`config.mk`:
```
export PLATFORM = sky130hd
export DESIGN_NAME = hiscore_ram_port
export DESIGN_NICKNAME = d
export VERILOG_FILES = /design/src/rtl/hiscore_pkg.sv /design/src/rtl/hiscore_port_mux.sv /design/src/rtl/hiscore_ram_port.sv
export SDC_FILE = /design/constraint.sdc
export NUM_CORES = 1
export LEC_CHECK = 0
export CORE_AREA = 2 2 69 71
export DETAILED_ROUTE_END_ITERATION = 6
export DIE_AREA = 0 0 71 73
export DONT_BUFFER_PORTS = 1
export PLACE_DENSITY = 0.59
export SLEW_MARGIN = 10
export SYNTH_ARGS = -nofsm -noshare
export SYNTH_HDL_FRONTEND = slang
export SYNTH_SLANG_ARGS = --single-unit
```
`constraint.sdc`:
```
create_clock -name clk -period 3.95 [get_ports clk]
set_input_delay 0.395 -clock clk [delete_from_list [all_inputs] [get_ports clk]]
set_output_delay 0.395 -clock clk [all_outputs]
set_load 0.03 [all_outputs]
```
`src/rtl/hiscore_pkg.sv`:
```
// Shared types and sizing helpers for the hiscore RAM-access responder.
package hiscore_pkg;

  localparam int HS_ADDR_W = 12;
  localparam int HS_DATA_W = 8;

  typedef enum logic [1:0] {
    IDLE,
    HALT_REQ,
    HS_OWN,
    DRAIN
  } hs_state_e;

  // Counter width for a terminal count n; never narrower than one bit.
  function automatic int cnt_w(input int n);
    return (n <= 2) ? 1 : $clog2(n);
  endfunction

endpackage

```
`src/rtl/hiscore_port_mux.sv`:
```
// Combinational 2:1 RAM port mux: CPU or hiscore side, with a write-block override.
module hiscore_port_mux
  import hiscore_pkg::*;
#(
  parameter int ADDR_W = HS_ADDR_W,
  parameter int DATA_W = HS_DATA_W
) (
  input  logic              owner_hs,
  input  logic              wr_block,
  input  logic [ADDR_W-1:0] cpu_addr,
  input  logic [DATA_W-1:0] cpu_dout,
  input  logic              cpu_wr,
  input  logic [ADDR_W-1:0] hs_addr,
  input  logic [DATA_W-1:0] hs_din,
  input  logic              hs_wr,
  output logic [ADDR_W-1:0] ram_addr,
  output logic [DATA_W-1:0] ram_din,
  output logic              ram_we
);

  assign ram_addr = owner_hs ? hs_addr : cpu_addr;
  assign ram_din  = owner_hs ? hs_din  : cpu_dout;
  assign ram_we   = !wr_block && (owner_hs ? hs_wr : cpu_wr);

endmodule

```
`src/rtl/hiscore_ram_port.sv`:
```
// Hiscore RAM-access responder: halts the CPU, grants the work-RAM port to the
// hiscore engine, returns read data, then hands the port back after a guard time.
module hiscore_ram_port
  import hiscore_pkg::*;
#(
  parameter int ADDR_W       = HS_ADDR_W,
  parameter int DATA_W       = HS_DATA_W,
  parameter int IDLE_CYCLES  = 2,
  parameter int HALT_TIMEOUT = 1024,
  parameter int GUARD_CYCLES = 2
) (
  input  logic              clk,
  input  logic              reset,
  input  logic              hs_access,
  input  logic [ADDR_W-1:0] hs_address,
  input  logic [DATA_W-1:0] hs_data_in,
  input  logic              hs_write,
  output logic [DATA_W-1:0] hs_data_out,
  output logic              hs_grant,
  input  logic              user_pause,
  input  logic              cpu_idle,
  output logic              cpu_pause,
  input  logic [ADDR_W-1:0] cpu_addr,
  input  logic [DATA_W-1:0] cpu_dout,
  input  logic              cpu_we,
  input  logic              cpu_cs,
  output logic [DATA_W-1:0] cpu_din,
  output logic [ADDR_W-1:0] ram_addr,
  output logic [DATA_W-1:0] ram_din,
  output logic              ram_we,
  input  logic [DATA_W-1:0] ram_dout,
  output logic              timeout_flag
);

  localparam int IW = cnt_w(IDLE_CYCLES);
  localparam int TW = cnt_w(HALT_TIMEOUT);
  localparam int GW = cnt_w(GUARD_CYCLES);

  hs_state_e       state, state_nx;
  logic [IW-1:0]   idle_cnt, idle_cnt_nx;
  logic [TW-1:0]   wait_cnt, wait_cnt_nx;
  logic [GW-1:0]   guard_cnt, guard_cnt_nx;
  logic            force_grant;
  logic            idle_done, wait_done, guard_done;
  logic            owner_hs, wr_block;

  // Terminal tests look one count ahead so the transition lands on the Nth cycle.
  assign idle_done  = cpu_idle && ((int'(idle_cnt) + 1) >= IDLE_CYCLES);
  assign wait_done  = (HALT_TIMEOUT != 0) && ((int'(wait_cnt) + 1) >= HALT_TIMEOUT);
  assign guard_done = (int'(guard_cnt) + 1) >= GUARD_CYCLES;

  always_ff @(posedge clk) begin
    if (reset) begin
      state        <= IDLE;
      idle_cnt     <= '0;
      wait_cnt     <= '0;
      guard_cnt    <= '0;
      timeout_flag <= 1'b0;
      hs_data_out  <= '0;
      cpu_din      <= '0;
    end else begin
      state        <= state_nx;
      idle_cnt     <= idle_cnt_nx;
      wait_cnt     <= wait_cnt_nx;
      guard_cnt    <= guard_cnt_nx;
      timeout_flag <= timeout_flag | force_grant;
      if (state == IDLE)   cpu_din     <= ram_dout;
      if (state == HS_OWN) hs_data_out <= ram_dout;
    end
  end

  always_comb begin
    state_nx     = state;
    idle_cnt_nx  = '0;
    wait_cnt_nx  = '0;
    guard_cnt_nx = '0;
    force_grant  = 1'b0;
    case (state)
      IDLE: if (hs_access) state_nx = HALT_REQ;
      HALT_REQ: begin
        if (!hs_access) state_nx = IDLE;
        else if (idle_done) state_nx = HS_OWN;
        else if (wait_done) begin
          state_nx    = HS_OWN;
          force_grant = 1'b1;
        end else begin
          idle_cnt_nx = !cpu_idle ? '0 : ((&idle_cnt) ? idle_cnt : idle_cnt + 1'b1);
          wait_cnt_nx = (&wait_cnt) ? wait_cnt : wait_cnt + 1'b1;
        end
      end
      HS_OWN: if (!hs_access) state_nx = DRAIN;
      DRAIN: begin
        // A fresh request inside the guard window skips the halt handshake.
        if (hs_access) state_nx = HS_OWN;
        else if (guard_done) state_nx = IDLE;
        else guard_cnt_nx = (&guard_cnt) ? guard_cnt : guard_cnt + 1'b1;
      end
      default: state_nx = IDLE;
    endcase
  end

  assign hs_grant  = (state == HS_OWN);
  assign cpu_pause = user_pause | (state != IDLE);
  assign owner_hs  = (state == HS_OWN) || (state == DRAIN);
  // Reset also blocks writes so an in-flight hiscore write is abandoned.
  assign wr_block  = reset || (state == HALT_REQ) || (state == DRAIN);

  hiscore_port_mux #(
    .ADDR_W (ADDR_W),
    .DATA_W (DATA_W)
  ) u_mux (
    .owner_hs (owner_hs),
    .wr_block (wr_block),
    .cpu_addr (cpu_addr),
    .cpu_dout (cpu_dout),
    .cpu_wr   (cpu_we & cpu_cs),
    .hs_addr  (hs_address),
    .hs_din   (hs_data_in),
    .hs_wr    (hs_write & hs_access),
    .ram_addr (ram_addr),
    .ram_din  (ram_din),
    .ram_we   (ram_we)
  );

endmodule

```
; Word level (Yosys, flattened, before mapping)
; Index checks and enable logic that the tools add are counted.
[word_totals]
regBits = 31
output_inout_bits = 40
[classes]
eq_ne = 7
order_cmp = 3
bitwise_logic = 8
addsub = 6
mux = 17
reduce_logical = 13
[ops]
columns = cell, n
row1 = 2-bit two-way mux, 7
row2 = 12-bit two-way mux, 1
row3 = "10-bit by 1-bit adder with 11-bit output, second input constant", 1
row4 = "11-bit greater-or-equal comparator, second input constant", 1
row5 = "10-bit by 1-bit adder with 10-bit output, second input constant", 1
row6 = 10-bit AND reduction, 1
row7 = 8-bit two-way mux, 1
row8 = 2-bit case mux with 4 select lines, 1
row9 = 1-bit two-way mux, 7
row10 = 6-bit OR reduction, 1
row11 = 5-bit OR reduction, 1
row12 = "1-bit by 1-bit adder with 2-bit output, second input constant", 2
row13 = "2-bit == test, second input constant", 2
row14 = "2-bit greater-or-equal comparator, second input constant", 2
row15 = "2-bit != test, second input constant", 2
row16 = "4-bit != test, second input constant", 1
row17 = 1-bit NOT, 4
row18 = 4-bit AND reduction, 1
row19 = 4-bit OR reduction, 1
row20 = 1-bit logical OR, 3
row21 = "3-bit != test, second input constant", 1
row22 = "1-bit adder, second input constant", 2
row23 = 1-bit AND, 2
row24 = "2-bit by 1-bit == test with 1-bit output, second input constant", 1
row25 = other kinds (5), 7

; Longest topological paths before layout
; Gate-level depths: netlist of run 1.
[logic_depth]
ltp_word = 7
depth_mapped = 6
mapped_depth_nobuf = 5

; By module
; A second synthesis of run 1 with hierarchy kept.
[hier_totals]
cells_unflattened = 172
hier_area_um2 = 1512.7
[by_module_without_submodules]
columns = mod, n_inst, seq_area_each_um2, area_each_um2, cells_per_inst
row1 = hiscore_ram_port, 1, 620.6, 1251.2, 148
row2 = hiscore_port_mux, 1, 0.0, 261.5, 24

; Worst setup path before layout of run 1
; OpenSTA, ideal clock, no wires.
[synth_timing]
path_kind = reg2out
startpoint = register (tool-made name)
endpoint = output port ram_we
path_buffers = 1
path_stages_with_launch = 5
slack_ps = 2271
arrival_time_ps = 1284
cell_sequence = dfxtp_1 -> buf_4 -> inv_1 -> a31oi_1 -> nor3_1
[synth_rtl]
columns = element, line
row1 = to (decl), hiscore_ram_port.sv:30  ; output logic ram_we,

==> run_results.csv, run 1 <==
group,metric,value,unit
status,status,"complete, no violations",
critical_path,worstPathRequired,3.56,ns
yosys,postSynthAreaPerCell,9.09,um^2
die,die-area,0.00518,mm^2
global_route,groute.usage.overall,0.127,
die,die_width,71,um
clock_network,cts_hold_buf,0,
global_route,grt_pass1_vias,1078,
place,portBuffers,0,
yosys,synth_enable_flop_cells,0,
sta,tightest_slew,0.965,ns
sta,grt_setup_unrepaired,"false",
sta,slew_headroom,0.351,
clock_network,cts_setup_buffers,0,
yosys,ys_seq_area_frac,0.416,
die,die_y,73,um
sta,finalHoldViolCount,0,
cells_and_area,n_fill_cell,471,
place,hpwl,2560,um
route,drt_pass1_iterations,4,
die,pin_count,96,
place,dpl_cell_area,0.00152,mm^2
place,place.gp.congestion,0.738,
global_route,grt_start_max_net_pins,24,
pwr,p_leak,0.600,nW
critical_path,critPathMaxFanout,13,
die,core,0.00454,mm^2
clock_network,cts_tree,"yes",
critical_path,r2r_cells,4,
critical_path,endpoint_kind,"output port",
route,via_per_inst,5.30,
die,rows,25,
global_route,antenna_found_initial,0,
clock_network,cts.clk_slew.worst_paths,0.06,ns
critical_path,path_cells,"and3_1 -> a31oi_1 -> nor3_1",
global_route,gr-total-overflow,0,
pwr,powerDensity,463,mW/mm^2
global_route,grt_pass1_wl,5070,um
clock_network,cts_max_level,2,
worst_hold_path,hold_path.class,"primary input to flop",
worst_hold_path,min_path_cells,1,
clock_network,cts_buffers,5,
critical_path,cp.arrival,1.80,ns
cells_and_area,final_cell_mix,"dfxtp_1 (31), nand2_1 (26), mux2_2 (20)",
critical_path,cpLargestDelayFamily,"simple AND/OR/NAND/NOR gates",
sta,finalSetupViolations,0,
clock_network,clock_sinks,31,
sta,final.setup_skew,0.00316,ns
die,start_util,0.329,
critical_path,crit_buf_inv,0,
clock_network,cts_max_path_buffers,2,
yosys,syn_nets,221,
cells_and_area,drive_gt1_frac,0.213,
cells_and_area,final_area,0.00161,mm^2
route,drc,0,
sta,tns,0,ns
sta,fin_crit_sh,0.556,
cells_and_area,antennaDiodeCount,0,
route,drtIter0Drc,48,
route,drt-total-wl,3270,um
critical_path,slowest_stage,"nor3_1",
sta,hold_ws,0.188,ns
sta,fmax,0.456,GHz
yosys,ys.flop_type,"dfxtp_1",
critical_path,startpoint_type,"flop",
route,final_antenna_net_count,0,
yosys,synth-seq-cells,31,
clock_network,clk_latency,0.27,ns
critical_path,slowest_delay,0.75,ns
critical_path,crit_cells,3,
yosys,syn_inst,164,
cells_and_area,area_growth,7.97,%
sta,maxSlewViolCount,0,
pwr,peakVddDrop,0.000136,V
sta,period_needed,2.19,ns
yosys,syn_area,0.00149,mm^2
cells_and_area,final_net_count,221,
flow_run,maxCapViolations,0,
clock_network,clockRootBuffer,"clkbuf_8",
clock_network,post_cts_resize_count,0,
yosys,synthArstFlopShare,0,
route,drt-wirelength-per-cell,15.0,um
yosys,ys_warn_count,0,
critical_path,critPathKind,"flop to output port",
route,vias,1155,
cells_and_area,layout_commonest_cell,"dfxtp_1",
yosys,ys_types,35,
-- Yosys cell counts (3+ instances only) --
library cell | instances | share of area
nand3_1 | 3 | 0.010
nand2b_1 | 3 | 0.013
nor3_1 | 3 | 0.010
a21oi_1 | 19 | 0.064
nand2_1 | 26 | 0.065
buf_2 | 5 | 0.017
xor2_1 | 5 | 0.029
dfxtp_1 | 31 | 0.42
nor2_1 | 10 | 0.025
o21ai_0 | 8 | 0.027
mux2_2 | 20 | 0.15
-- registers in the layout, summed over array words and instances, names as in the netlist, named ones only --
| name | cells |
|---|---|
| hs_data_out | 8 |
| timeout_flag | 1 |
| cpu_din | 8 |
| state | 1 |
| guard_cnt | 1 |
| wait_cnt | 10 |
| idle_cnt | 1 |
-- where the power goes --
part | internal [mW] | total (mW) | switching [mW]
logic | 0.0410 | 0.129 | 0.0880
clock network | 0.136 | 0.244 | 0.108
registers | 0.329 | 0.372 | 0.0427
total | 0.507 | 0.745 | 0.239
-- cell families after synthesis --
family          count (synthesis)  synth area share
simple gates                   59             0.210
compound gates                 35             0.133
flops                          31             0.416
mux                            21             0.158
buf+inv                        10            0.0344
xor+xnor                        7            0.0411
fa+ha+maj                       1           0.00839
-- final timing paths --
kind | slack [ns] | start | end
worst max-delay path | 1.76 | flop | ram_we
worst min-delay path | 0.19 | reset | hs_data_out[7]
worst max register to register | 2.38 | state[0] | hs_data_out[2]
worst min register to register | 0.42 | guard_cnt | guard_cnt
-- layer usage --
layer	vias up	track usage	routed length, um
met5	-	0	0
met4	0	0.0566	38
met3	5	0.0483	205
met2	30	0.194	1520
met1	546	0.159	1510
li1	574	-	-
-- stage by stage --
step	power [mW]	util	instances	worst slack (ns)
after floorplan	0.499	-	164	2.27
after global placement	0.507	0.336	211	2.09
after detailed placement	0.509	0.336	211	2.07
after CTS	0.759	0.355	218	1.76
after global routing	0.782	0.355	218	1.68
final	0.745	0.355	218	1.76
-- layout make-up --
| class | count | area, um^2 | area share |
|---|---|---|---|
| inverter | 2 | 7.51 | 0.00466 |
| sequential | 31 | 621 | 0.385 |
| multi-input combinational | 123 | 820 | 0.509 |
| tap | 54 | 67.6 | 0.0420 |
| clock buffer | 6 | 82.6 | 0.0513 |
| timing repair buffer | 1 | 7.51 | 0.00466 |
| clock inverter | 1 | 5.00 | 0.00311 |
Note: power is estimated with default switching activity, not from simulation.
==> inputs of run 2 (changes only) <==
--- a/config.mk
+++ b/config.mk
@@ -9,7 +9,7 @@
 export DETAILED_ROUTE_END_ITERATION = 6
 export DIE_AREA = 0 0 71 73
 export DONT_BUFFER_PORTS = 1
-export PLACE_DENSITY = 0.59
+export PLACE_DENSITY = 0.6
 export SLEW_MARGIN = 10
 export SYNTH_ARGS = -nofsm -noshare
 export SYNTH_HDL_FRONTEND = slang
==> constraint.sdc (replaced) <==
create_clock -name clk -period 1.81 [get_ports clk]
set_input_delay 0.181 -clock clk [delete_from_list [all_inputs] [get_ports clk]]
set_output_delay 0.181 -clock clk [all_outputs]
set_load 0.03 [all_outputs]
==> run 2 against run 1 <==
- first-iteration DRC count up 21%
- die area unchanged
- worst setup slack worse by 1.6 ns
- routed wire length up 4.9%
- largest cell class unchanged
- global-route usage up 0.90 points
- clock power rose to 2.9 times the previous value
- clock skew about the same
- register-to-register slack worse by 2.0 ns
==> run_results.csv, run 2 (synthesis results as in run 1) <==
group,metric,value,unit
status,status,"complete, no violations",
place,portBuffers,0,
critical_path,critPathMaxFanout,13,
critical_path,reg2reg_from,"wait_cnt[0]",
die,core,0.00454,mm^2
pwr,p_total,1.83,mW
critical_path,cp.arrival,1.43,ns
clock_network,clockRootBuffer,"clkbuf_8",
die,start_util,0.329,
sta,grt_setup_unrepaired,"false",
cells_and_area,area_growth,14.3,%
sta,final.setup_skew,0.00293,ns
cells_and_area,antennaDiodeCount,0,
sta,period_needed,1.61,ns
cells_and_area,largest_register,"wait_cnt",
clock_network,cts_setup_buffers,0,
route,drt-total-wl,3430,um
critical_path,r2r_cells,5,
critical_path,startpoint_type,"flop",
critical_path,rrSetupSlack,0.38,ns
flow_run,maxCapViolations,0,
sta,finalHoldViolCount,0,
sta,maxSlewViolCount,0,
global_route,grt_pass1_vias,1133,
cells_and_area,final_net_count,227,
cells_and_area,top_regs,"wait_cnt x10, cpu_din x8, hs_data_out x8",
die,die_width,71,um
place,hpwl,2570,um
pwr,powerDensity,1080,mW/mm^2
route,final_antenna_net_count,0,
cells_and_area,instances_no_fill,225,
cells_and_area,final_cell_mix,"dfxtp_1 (30), nand2_1 (26), mux2_2 (20)",
global_route,gr-total-overflow,0,
route,drtIter0Drc,58,
clock_network,cts_tree,"yes",
clock_network,clock_sinks,31,
global_route,grt_pass1_wl,5450,um
route,drc,0,
cells_and_area,drive_gt1_frac,0.240,
sta,slew_headroom,0.548,
route,drt_pass1_iterations,4,
route,vias,1178,
clock_network,cts_max_path_buffers,2,
worst_hold_path,hold_path.class,"primary input to flop",
clock_network,cts_buffers,5,
pwr,peakVddDrop,0.000288,V
pwr,p_leak,0.646,nW
sta,fmax,0.620,GHz
global_route,antenna_found_initial,0,
critical_path,crit_path_end,"ram_addr[7]",
clock_network,clk_latency,0.29,ns
die,die-area,0.00518,mm^2
global_route,grt_start_max_net_pins,19,
clock_network,cts.clk_slew.worst_paths,0.07,ns
die,die_y,73,um
cells_and_area,n_fill_cell,462,
place,place_inst,215,
sta,finalSetupViolations,0,
sta,tightest_slew,0.676,ns
place,place.gp.congestion,0.892,
route,drt-wirelength-per-cell,15.2,um
die,pin_count,96,
die,rows,25,
cells_and_area,layout_commonest_cell,"dfxtp_1",
clock_network,cts_max_level,2,
global_route,groute.usage.overall,0.136,
sta,tns,0,ns
cells_and_area,largest_reg_flops,10,
critical_path,endpoint_kind,"output port",
critical_path,critPathKind,"flop to output port",
sta,fin_crit_sh,0.891,
critical_path,worstPathRequired,1.63,ns
cells_and_area,finish.utilization,0.376,
route,via_per_inst,5.24,
## run 2: area by class of cell
| type | instances | area, um^2 | share of cell area |
|---|---|---|---|
| Clock buffer | 6 | 82.6 | 0.0485 |
| Tap cell | 54 | 67.6 | 0.0396 |
| Timing Repair Buffer | 7 | 70.1 | 0.0411 |
| Multi-Input combinational cell | 123 | 820 | 0.481 |
| Inverter | 2 | 7.51 | 0.00441 |
| Sequential cell | 31 | 622 | 0.365 |
| Clock inverter | 2 | 35.0 | 0.0206 |
## run 2: per-stage QoR
stage / instance area (um^2) / setup WS (ns) / hold slack [ns]
global placement: 1570 / 0.393 / 0.254
detailed placement: 1570 / 0.356 / 0.256
floorplan: 1490 / 0.345 / 0.258
global route: 1700 / 0.121 / 0.0253
CTS: 1700 / 0.0392 / 0.0101
finish: 1700 / 0.196 / 0.0188
## run 2: worst min path at each step
stage                      to  cells after the start   startpoint
3_5_place_dp       cpu_din[0]                      1        reset
4_1_cts        hs_data_out[2]                      2  ram_dout[2]
5_1_grt              idle_cnt                      1     cpu_idle
6_report       hs_data_out[6]                      2  ram_dout[6]
2_1_floorplan       guard_cnt                      1    hs_access
3_3_place_gp   hs_data_out[7]                      1        reset
## run 2: worst max-delay path: stages, from the launching register on
cell and delay [ns]:
dfxtp_2 0.45, buf_4 0.24, mux2_2 0.44
## run 2: timing repair
action	in CTS	in global routing
gates resized for setup	0	1
hold buffers	2	0
setup endpoints to repair	0	14
hold endpoints to repair	19	0
## run 2: layer usage
layer / track usage / part of all wire / vias to the layer above
met5: 0 / 0 / -
met3: 0.0539 / 0.094 / 9
li1: - / - / 587
met1: 0.178 / 0.45 / 539
met4: 0.0797 / 0.021 / 0
met2: 0.188 / 0.44 / 43
## run 2: where the power goes
part	switching, mW	leakage (nW)	internal (mW)
registers	0.0940	0.253	0.719
clock network	0.269	0.0612	0.445
logic	0.200	0.332	0.106
